`src/rtl/simon_pkg.sv`:
```
// simon_pkg: definitions shared by the Simon control FSM and the Simon datapath.
//   state_t      - 3-bit control state encoding (codes 5..7 are unused)
//   MODE_*       - mode_leds / phase codes
//   SEL_*        - read-address mux select codes
//   MAX_ROUNDS_DEFAULT - rounds that fill the pattern memory
package simon_pkg;

    typedef enum logic [2:0] {
        ST_CLEAR    = 3'd0,
        ST_INPUT    = 3'd1,
        ST_PLAYBACK = 3'd2,
        ST_REPEAT   = 3'd3,
        ST_DONE     = 3'd4
    } state_t;

    localparam logic [2:0] MODE_CLEAR  = 3'b000;
    localparam logic [2:0] MODE_INPUT  = 3'b001;
    localparam logic [2:0] MODE_PLAY   = 3'b010;
    localparam logic [2:0] MODE_REPEAT = 3'b100;
    localparam logic [2:0] MODE_DONE   = 3'b111;

    localparam logic [1:0] SEL_PLAY   = 2'b00;
    localparam logic [1:0] SEL_REPEAT = 2'b01;
    localparam logic [1:0] SEL_DONE   = 2'b10;

    localparam int MAX_ROUNDS_DEFAULT = 64;

endpackage

```
`src/rtl/simon_control.sv`:
```
// simon_control: control FSM for the Simon game. Steps the datapath through
// CLEAR -> INPUT -> PLAYBACK -> REPEAT -> (INPUT | DONE), counts completed
// rounds and flags a win when the pattern memory has been filled.
// Ports:
//   clk, rst          - clock, synchronous active-high reset
//   is_legal          - switch pattern is legal for the level
//   play_eq_count     - playback finished
//   repeat_eq_play    - repeat finished
//   input_eq_pattern  - switches match the memory read data
//   select[1:0]       - read-address mux select
//   mode_leds[2:0]    - phase code / mode LEDs (also the visible FSM state)
//   clrcount          - clear datapath count register and pattern LEDs
//   w_en              - pattern memory write enable (Mealy on is_legal)
//   round[6:0]        - rounds completed, saturating at MAX_ROUNDS
//   win               - set on the winning REPEAT exit, held until reset
module simon_control
    import simon_pkg::*;
#(
    parameter int MAX_ROUNDS = MAX_ROUNDS_DEFAULT
) (
    input  logic       clk,
    input  logic       rst,
    input  logic       is_legal,
    input  logic       play_eq_count,
    input  logic       repeat_eq_play,
    input  logic       input_eq_pattern,
    output logic [1:0] select,
    output logic [2:0] mode_leds,
    output logic       clrcount,
    output logic       w_en,
    output logic [6:0] round,
    output logic       win
);

    localparam logic [6:0] ROUND_CAP  = 7'(MAX_ROUNDS);
    localparam logic [6:0] LAST_ROUND = 7'(MAX_ROUNDS - 1);

    state_t     state_q, state_d;
    logic [6:0] round_q;
    logic       win_q;
    logic       round_inc;
    logic       win_set;

    always_ff @(posedge clk) begin
        if (rst) begin
            state_q <= ST_CLEAR;
            round_q <= '0;
            win_q   <= 1'b0;
        end else begin
            state_q <= state_d;
            if (round_inc && (round_q != ROUND_CAP)) begin
                round_q <= round_q + 7'd1;
            end
            if (win_set) begin
                win_q <= 1'b1;
            end
        end
    end

    // Everything except w_en depends on state_q alone; w_en is the one
    // combinational path so the write lands on the INPUT -> PLAYBACK edge.
    always_comb begin
        state_d   = state_q;
        select    = SEL_PLAY;
        mode_leds = MODE_CLEAR;
        clrcount  = 1'b0;
        w_en      = 1'b0;
        round_inc = 1'b0;
        win_set   = 1'b0;
        case (state_q)
            ST_CLEAR: begin
                clrcount = 1'b1;
                state_d  = ST_INPUT;
            end
            ST_INPUT: begin
                mode_leds = MODE_INPUT;
                w_en      = is_legal;
                if (is_legal) begin
                    state_d = ST_PLAYBACK;
                end
            end
            ST_PLAYBACK: begin
                mode_leds = MODE_PLAY;
                if (play_eq_count) begin
                    state_d = ST_REPEAT;
                end
            end
            ST_REPEAT: begin
                mode_leds = MODE_REPEAT;
                select    = SEL_REPEAT;
                // A mismatch ends the game before repeat completion is considered.
                if (!input_eq_pattern) begin
                    state_d = ST_DONE;
                end else if (repeat_eq_play) begin
                    round_inc = 1'b1;
                    if (round_q == LAST_ROUND) begin
                        win_set = 1'b1;
                        state_d = ST_DONE;
                    end else begin
                        state_d = ST_INPUT;
                    end
                end
            end
            ST_DONE: begin
                mode_leds = MODE_DONE;
                select    = SEL_DONE;
            end
            default: begin
                // Unused encodings fall back to CLEAR on the next edge.
                state_d = ST_CLEAR;
            end
        endcase
    end

    assign round = round_q;
    assign win   = win_q;

endmodule

```
`config.mk`:
```
export PLATFORM = sky130hd
export DESIGN_NAME = simon_control
export DESIGN_NICKNAME = d
export VERILOG_FILES = /design/src/rtl/simon_pkg.sv /design/src/rtl/simon_control.sv
export SDC_FILE = /design/constraint.sdc
export NUM_CORES = 1
export LEC_CHECK = 0
export CAP_MARGIN = 5
export CORE_MARGIN = 5
export CORE_UTILIZATION = 45
export DETAILED_ROUTE_END_ITERATION = 7
export GPL_ROUTABILITY_DRIVEN = 0
export PLACE_DENSITY = 0.75
export SLEW_MARGIN = 20
export SYNTH_ARGS = -nofsm -noshare
export SYNTH_HDL_FRONTEND = slang
export SYNTH_SLANG_ARGS = --single-unit
```
`constraint.sdc`:
```
create_clock -name clk -period 2.04 [get_ports clk]
set_input_delay 0.408 -clock clk [delete_from_list [all_inputs] [get_ports clk]]
set_output_delay 0.408 -clock clk [all_outputs]
set_load 0.01 [all_outputs]
```
==> results.yml <==
status:
  status: "finished, final reports clean"
clocking:
  htree_levels: 1
  cts_resized: 2
  cts.clk_slew.worst_paths_ns: 0.07
  root_buffer: "clkbuf_4"
  clockBufferDepth: 2
  cts_hold_buffers: 0
  clk-insertion-delay-late_ns: 0.27
  cts_tree: "yes"
  clock_sinks: 11
  post_cts_buffers: 0
  cts-buffers-inserted: 3
synthesis:
  synth_cell_types: 36
  synth.top_cell.area_share_pct: 31.21
  ys_seq_area_share_pct: 31.21
  synth_area_um2: 705.7
  synth_top_cell_by_area: "dfxtp_1"
  yosys_warnings: 0
  synthCells: 84
  synth_nets: 92
  synth.avg_cell_area_um2: 8.401
  ys_ff_latch: 11
  synth_area_leaders: "dfxtp_1 (31%), inv_1 (5.3%), nand2_1 (4.3%)"
pwr:
  power_density_nw_per_um2: 503.7
  vdd_drop_max_mv: 0.3095
  power.total_mw: 0.4853
  cellLeakagePower_nw: 0.4142
layout:
  final_common_cell: "clkdlybuf4s50_1"
  finalInstanceArea_um2: 963.4
  area.growth.synth_to_final_pct: 36.52
  final_util_pct: 64.71
  nNetsFinal: 117
  fillCellCount: 128
  multi_input_area_um2: 425.4
  antenna_cells: 0
  seqCellArea_um2: 225.2
  final_cell_mix: "clkdlybuf4s50_1 (19), inv_1 (10), dfxtp_1 (9), nand2_1 (8), nor2_1 (8)"
  drive_gt1_share_pct: 13.89
setup_path:
  critPathTopFamily: "buffers and inverters"
  crit_path_frequent_cell: "nand2_1"
  crit_end: "mode_leds[2]"
  r2r_slack_ns: 0.42
  cp_slowest_stage_delay_ns: 0.53
  r2r_cells: 5
  critPathRequiredTime_ns: 1.63
  path_buf_inv: 1
  critPathLaunch: "state_q[0]"
  critPathLaunchType: "flop"
  reg2reg_from: "round[0]"
  crit_chain: "nor2b_2, nand2_1, nand2_1, clkdlybuf4s50_1"
  critPathSlowestCell: "clkdlybuf4s50_1"
  crit_cells: 4
  crit_arrival_ns: 1.51
  cp_max_fo: 7
  rr_endpoint: "round[0]"
  endpoint_kind: "output pin"
  worstSetupPathType: "reg2out"
place:
  dpl_worst_slack_ns: -0.08077
  port_buffers: 20
  placed_cell_area_um2: 930.9
  hpwl_um: 1288
sta:
  fin_skew_ns: 0.0009047
  setup_tns_ns: 0
  hold_viol_final: 0
  setup_viol: 0
  slew_violations: 0
  fin_ws_ns: 0.1213
  period_needed_ns: 1.919
  fmax_mhz: 521.2
  tightest_slew_ns: 0.4155
  fin_crit_sh_pct: 94.05
  slew_headroom_pct: 72.21
  rsz0062_at_grt: "false"
floorplanning:
  die_y_um: 49.60
  io_pins: 21
  die_width_um: 49.60
  coreArea_um2: 1489
  start_util_pct: 47.39
  rows: 14
  die_area_um2: 2460
routing:
  via_per_inst: 5.653
  drtPass1Iterations: 4
  routed_wl_um: 1750
  ant_nets: 0
  drtIter0Drc: 17
  drc: 0
  vias: 701
  wl_per_cell_um: 14.11
global_routing:
  grt_pass1_vias: 656
  grt_use_total_pct: 15.02
  antenna_found_initial: 0
  gr-total-overflow: 0
  grt_pass1_wl_um: 2946
  grt_max_degree: 12
flow_run:
  cap_viol_max_count: 0
min_path:
  hold_class: "reg2reg"
[tightest hold or removal path, cell delays in order (launching register included)]
cell,delay (ns)
dfxtp_1,0.33
a41oi_1,0.05
nor2_1,0.08
[per-stage QoR]
stage,hold slack (ns),instances
after floorplan,0.5106,84
after global placement,0.4676,120
after detailed placement,0.4678,120
after CTS,0.4985,124
after global routing,0.5678,124
final,0.4869,124
[logic make-up after synthesis]
logic type                 share of synthesized area (%)
xor gates and xnor gates                           2.483
adders and majority gates                          3.546
AOI/OAI and AO/OA                                  23.58
DFF                                                31.21
buffers and inverters                              8.865
and+or+nand+nor                                    26.77
muxes                                              3.546
[cell type report]
class,instances,area share [%]
clock buffer,4,2.727
inverter,10,3.896
multi-input combinational,59,44.16
sequential,11,23.38
tap,16,2.078
timing repair buffer,24,23.77
[state kept, by name, indices dropped and copies added (netlist names)]
signal,count
round,7
state_q,3
win,1
[layer usage]
| metal | up-vias | global-route usage (%) | wire, um |
|---|---|---|---|
| li1 | 348 | - | - |
| met1 | 328 | 19.31 | 812 |
| met2 | 20 | 22.25 | 803 |
| met3 | 5 | 4.518 | 101 |
| met4 | 0 | 7.860 | 31 |
| met5 | - | 0 | 0 |
[report_power, final]
part	internal, mW	total [mW]	switching (mW)
clock	0.0758	0.150	0.0741
sequential	0.220	0.230	0.00945
combinational	0.0565	0.106	0.0491
total	0.353	0.485	0.133
[worst min path at each step]
stage	start	endpoint	slack [ns]	cells past startpoint
finish	win	win	0.49	2
floorplan	win	win	0.51	2
global route	round[1]	round[1]	0.57	2
detailed placement	win	win	0.47	2
CTS	win	win	0.50	2
global placement	win	win	0.47	2
[Yosys cell counts (all sizes together)]
library cell   n
clkbuf         1
xnor2          2
and4bb         1
and3b          1
a211oi         3
nand4          2
nor3           1
nand2b         1
o41ai          2
a41o           1
nor2           8
o31a           1
a311oi         2
or3            2
a21oi          4
mux2i          1
o21ai          2
inv           10
and2           1
a41oi          1
nand2          8
or2            2
and4b          1
nand4b         1
and3           1
a31oi          1
mux2           1
nor2b          2
a21o           1
o211ai         1
o311ai         2
ha             2
buf            3
dfxtp         11
No activity file was read; power rests on OpenSTA's default activity.
